<file path="src/rtl/if_prefetch_queue.sv">
// Instruction-fetch front end: owns the PC, fetches from inst_rom and queues {pc,inst} pairs for decode.
// Entry visible to decode one cycle after fetch; a full queue stalls fetch unless the head pops that same cycle.
module if_prefetch_queue #(
   parameter int DEPTH  = 4,
   parameter int ADDR_W = 32,
   parameter int INST_W = 32
) (
   input  logic                       clk,
   input  logic                       rst,
   output logic                       rom_ce,
   output logic [ADDR_W-1:0]          rom_addr,
   input  logic [INST_W-1:0]          rom_data,
   input  logic                       branch_flag,
   input  logic [ADDR_W-1:0]          branch_target,
   input  logic                       id_ready,
   output logic                       id_valid,
   output logic [ADDR_W-1:0]          id_pc,
   output logic [INST_W-1:0]          id_inst,
   output logic [$clog2(DEPTH):0]     q_count
);

   localparam int PW = $clog2(DEPTH);
   localparam int CW = PW + 1;
   localparam logic [CW-1:0] FULL = CW'(DEPTH);

   logic [ADDR_W-1:0] pc;
   logic [ADDR_W-1:0] pc_mem   [DEPTH];
   logic [INST_W-1:0] inst_mem [DEPTH];
   logic [PW-1:0]     rd_ptr;
   logic [PW-1:0]     wr_ptr;
   logic [CW-1:0]     count;
   logic              push;
   logic              pop;

   assign rom_addr = pc;
   assign q_count  = count;
   assign id_valid = (count != '0);
   assign id_pc    = id_valid ? pc_mem[rd_ptr]   : '0;
   assign id_inst  = id_valid ? inst_mem[rd_ptr] : '0;

   assign pop  = id_valid && id_ready && !branch_flag;
   assign push = rom_ce && !branch_flag && ((count < FULL) || pop);

   // A redirect flushes everything and restarts fetch at the word-aligned target.
   always_ff @(posedge clk) begin
      if (rst) begin
         pc     <= '0;
         rom_ce <= 1'b0;
         rd_ptr <= '0;
         wr_ptr <= '0;
         count  <= '0;
      end else if (branch_flag) begin
         rom_ce <= 1'b1;
         pc     <= branch_target & ~ADDR_W'(3);
         rd_ptr <= '0;
         wr_ptr <= '0;
         count  <= '0;
      end else begin
         rom_ce <= 1'b1;
         if (push) begin
            pc_mem[wr_ptr]   <= pc;
            inst_mem[wr_ptr] <= rom_data;
            wr_ptr           <= wr_ptr + 1'b1;
            pc               <= pc + ADDR_W'(4);
         end
         if (pop)
            rd_ptr <= rd_ptr + 1'b1;
         if (push && !pop)
            count <= count + 1'b1;
         else if (pop && !push)
            count <= count - 1'b1;
      end
   end

endmodule

</file>
<file path="config.mk">
export PLATFORM = sky130hd
export DESIGN_NAME = if_prefetch_queue
export DESIGN_NICKNAME = d
export VERILOG_FILES = /design/src/rtl/if_prefetch_queue.sv
export SDC_FILE = /design/constraint.sdc
export NUM_CORES = 1
export LEC_CHECK = 0
export ABC_AREA = 0
export CAP_MARGIN = 25
export CORE_UTILIZATION = 37
export CTS_BUF_LIST = sky130_fd_sc_hd__clkbuf_16
export CTS_CLUSTER_SIZE = 12
export DETAILED_ROUTE_END_ITERATION = 10
export PLACE_DENSITY = 0.58
export SLEW_MARGIN = 40
export SYNTH_ARGS = -nofsm -noshare
export SYNTH_HDL_FRONTEND = slang
export SYNTH_SLANG_ARGS = --single-unit
</file>
<file path="constraint.sdc">
create_clock -name clk -period 3.1 [get_ports clk]
set_input_delay 0.465 -clock clk [delete_from_list [all_inputs] [get_ports clk]]
set_output_delay 0.465 -clock clk [all_outputs]
set_load 0.005 [all_outputs]
</file>
==> metrics.csv <==
stage,metric,value,unit
yosys,YS warnings,0,
global_routing,largest net degree at the start of global routing,57,
global_routing,first-pass GRT wire length,38.5,mm
global_routing,GR Overflow Total,0,
drt,TritonRoute pass-1 iters,4,
drt,drt drc,0,
layout,Finished Cell Area,14800,um^2
power_and_ir_drop,Reg power frac,51.9,%
floorplan,Rows,64,
flow_run,Max Cap Violations,0,
sta,Setup TNS,0,ps
yosys,Netlist cell types,38,
worst_setup_path,r2r setup slk,580,ps
drt,Post-Route WL,25.2,mm
worst_setup_path,critical path's slowest cell,or3_2,
clock_tree,clock buffer depth,3,
clock_tree,TritonCTS buffer count,31,
power_and_ir_drop,peak supply drop,0.000384,V
floorplan,Die Wd,178,um
place,Post-DP Area,13800,um^2
floorplan,die height,178,um
sta,Layout Skew,6.75,ps
yosys,"Avg Cell Area, Syn",17.6,um^2
worst_setup_path,CP startpoint kind,flop,
drt,Vias/cell,5.01,
worst_setup_path,reg2reg path depth,9,
floorplan,Die ar.,31800,um^2
sta,Final period util,92.5,%
drt,average wire per standard cell,20.0,um
yosys,Yosys reg bits,288,
clock_tree,htree depth,1,
power_and_ir_drop,combinational fraction of design power,7.0,%
worst_setup_path,"Arr. time, crit path",2400,ps
worst_hold_path,min-delay worst type,input pin to flop,
place,RD Place Congestion,0.761,
sta,final slew viol count,0,
floorplan,core area,30600,um^2
global_routing,antenna violations before repair,2,
sta,slew of the pin with the lowest slew margin,575,ps
drt,post-route ant nets,0,
layout,n_diodes,0,
yosys,sequential area share after synthesis,71.8,%
worst_setup_path,critical-path cell list,or3_2 > buf_4 > and2_1 > clkdlybuf4s50_1,
place,Placed Cells,1204,
worst_setup_path,RR Startpoint,q_count[2],
place,DP Worst Slack,398,ps
layout,Non-Filler Instances,1260,
global_routing,vias in the first global route,6471,
power_and_ir_drop,Overall Power,8.37,mW
yosys,Mapped Area,11500,um^2
worst_setup_path,CP max stage delay,530,ps
drt,DR iter-0 viols,347,
power_and_ir_drop,PwrDens,567,nW/um^2
clock_tree,Clock Pin Slew Worst Setup and Hold Paths,60,ps
yosys,Syn Inst Count,654,
power_and_ir_drop,LEAKAGE,4.77,nW
status,status,"complete, no violations",
worst_setup_path,FF-to-FF End,q_count[2],
clock_tree,Worst-Skew Late Latency,540,ps
layout,Area Overhead vs Synth,28.5,%
power_and_ir_drop,Sw Share,20.5,%
floorplan,boundary pin count,169,
sta,Setup WS post-layout,232,ps
worst_setup_path,Crit Path Category,flop to primary output,
place,port buffer count,162,
power_and_ir_drop,internal power,6.65,mW
sta,Max Clk Rate,349,MHz
clock_tree,Post-CTS Setup Inserts,0,
global_routing,GRT Total Usage,16.2,%
power_and_ir_drop,sw power,1.72,mW
sta,Slew HR,61.7,%
drt,DR vias,6310,
place,Detailed Place HPWL,15.5,mm
sta,Fin. Hold Viols,0,
power_and_ir_drop,Clk network pwr share,41.1,%
floorplan,Starting Density,37.6,%
clock_tree,Root Buffer,clkbuf_16,
worst_setup_path,Crit. Startpoint,q_count[2],
sta,final setup vio count,0,
clock_tree,# hold bufs at CTS,0,
layout,fraction of layout cells with a size suffix above 1,16.1,%
layout,NumNets Final,916,
sta,RSZ-0062 raised after global routing,false,
clock_tree,post-CTS resize count,0,
sta,post-route minimum period,2870,ps
worst_setup_path,element type at the critical path end,primary output,
worst_setup_path,WP data required,2630,ps
clock_tree,CTS tree,done,
clock_tree,CTS sink cnt,288,
worst_setup_path,Worst setup endpoint,id_pc[31],
worst_setup_path,CP max FO,33,
## placed cells by master, fill, tap and decap left out, types with 3 or more instances in the layout
master and count:
edfxtp_1 248, clkdlybuf4s50_1 162, and2_1 67, mux4_2 62, dfxtp_1 38, nor2_1 33
clkbuf_16 31, nand2_1 24, xnor2_1 19, inv_1 18, a211oi_1 18, buf_4 18
xor2_1 13, nand4_1 11, buf_12 10, clkinv_1 9, a21oi_1 8, nand3_1 7
and3_1 6, nor4_1 6, o21ai_0 6, ha_1 6, and3_4 4, conb_1 4
and4_1 3, nor3_1 3, or3_1 3, a311oi_1 3, bufinv_16 3
## power groups by stage
stage	combinational, mW	clock (mW)	sequential (mW)
global route	0.636	3.69	4.36
floorplan	0.217	0	4.42
finish	0.584	3.44	4.35
global placement	0.588	0	4.43
CTS	0.595	3.55	4.35
detailed placement	0.592	0	4.43
## worst min path at each step
stage,cells after the start,from,to
after floorplan,2,wr_ptr[1],wr_ptr[1]
after global placement,2,wr_ptr[1],wr_ptr[1]
after detailed placement,2,wr_ptr[1],wr_ptr[1]
after CTS,3,branch_target[2],rom_addr[2]
after global routing,3,branch_target[3],rom_addr[3]
final,3,branch_target[2],rom_addr[2]
## through the flow
step	util, %	hold WS, ps
6_report	48.3	499
5_1_grt	48.3	506
4_1_cts	48.3	476
3_5_place_dp	45.1	507
3_3_place_gp	45.1	496
2_1_floorplan	-	469
## critical path: cells and delay by family (launching register included)
family / cells / cell delay, ps
buffers and inverters: 2 / 730
flip-flops: 1 / 350
AND/OR/NAND/NOR: 2 / 760
## sequential cells by signal (all words and copies together) (netlist names), named ones only
register / count
rom_addr: 30
q_count: 3
rom_ce: 1
wr_ptr: 2
pc_mem: 120
rd_ptr: 2
inst_mem: 128
## area by class of cell
type / instances / area [um^2]
fill: 2616 / 15800
sequential: 288 / 8260
multi-input combinational: 322 / 3070
timing repair buffer: 190 / 1960
clock buffer: 31 / 776
tap: 396 / 495
clock inverter: 25 / 179
inverter: 8 / 30.0
## cell families (layout without fill, tap and decap cells)
kind of cell	after synthesis	in the layout	synth area share, %
compound gates	38	38	2.25
xor+xnor	32	32	2.44
fa+ha+maj	7	7	0.828
buf+inv	47	254	1.76
flops	288	288	71.8
mux	64	64	12.3
other cells	1	4	0.0326
simple gates	177	177	8.58
## synthesized netlist by cell type
master    number  area [um^2]
a311oi_1       3         26.3
nor3_1         3         15.0
dfxtp_1       40          801
inv_1          8         30.0
or4b_1         2         20.0
and3_1        10         62.6
and4_1         3         26.3
buf_4          5         37.5
nand2b_1       1         6.26
nand4_2        1         12.5
and3_2         1         7.51
and2_1        67          419
and4_2         1         10.0
a211oi_1      18          135
o21ai_0        6         30.0
a21oi_1        8         40.0
edfxtp_1     248         7450
and2b_1        1         7.51
xor2_1        13          114
and2_0         1         6.26
a211oi_2       1         12.5
buf_2          6         30.0
or3_1          4         25.0
nor4_1         6         37.5
mux4_2        62         1400
nand3_1        7         35.0
clkbuf_1      28          105
a31oi_1        1         6.26
nor4_2         1         12.5
mux2i_1        2         20.0
nand2_1       24         90.1
nor2_1        33          124
fa_1           1         20.0
o32ai_1        1         8.76
ha_1           6         75.1
xnor2_1       19          166
conb_1         1         3.75
nand4_1       11         68.8
## per-layer routing
layer	vias up	share of wire, %	global-route usage [%]
met1	3190	47	23.4
met2	176	46	25.7
met4	2	1.4	3.53
li1	2911	-	-
met5	-	0.044	0
met3	31	5.4	2.79
Note: power is estimated with default switching activity, not from simulation.
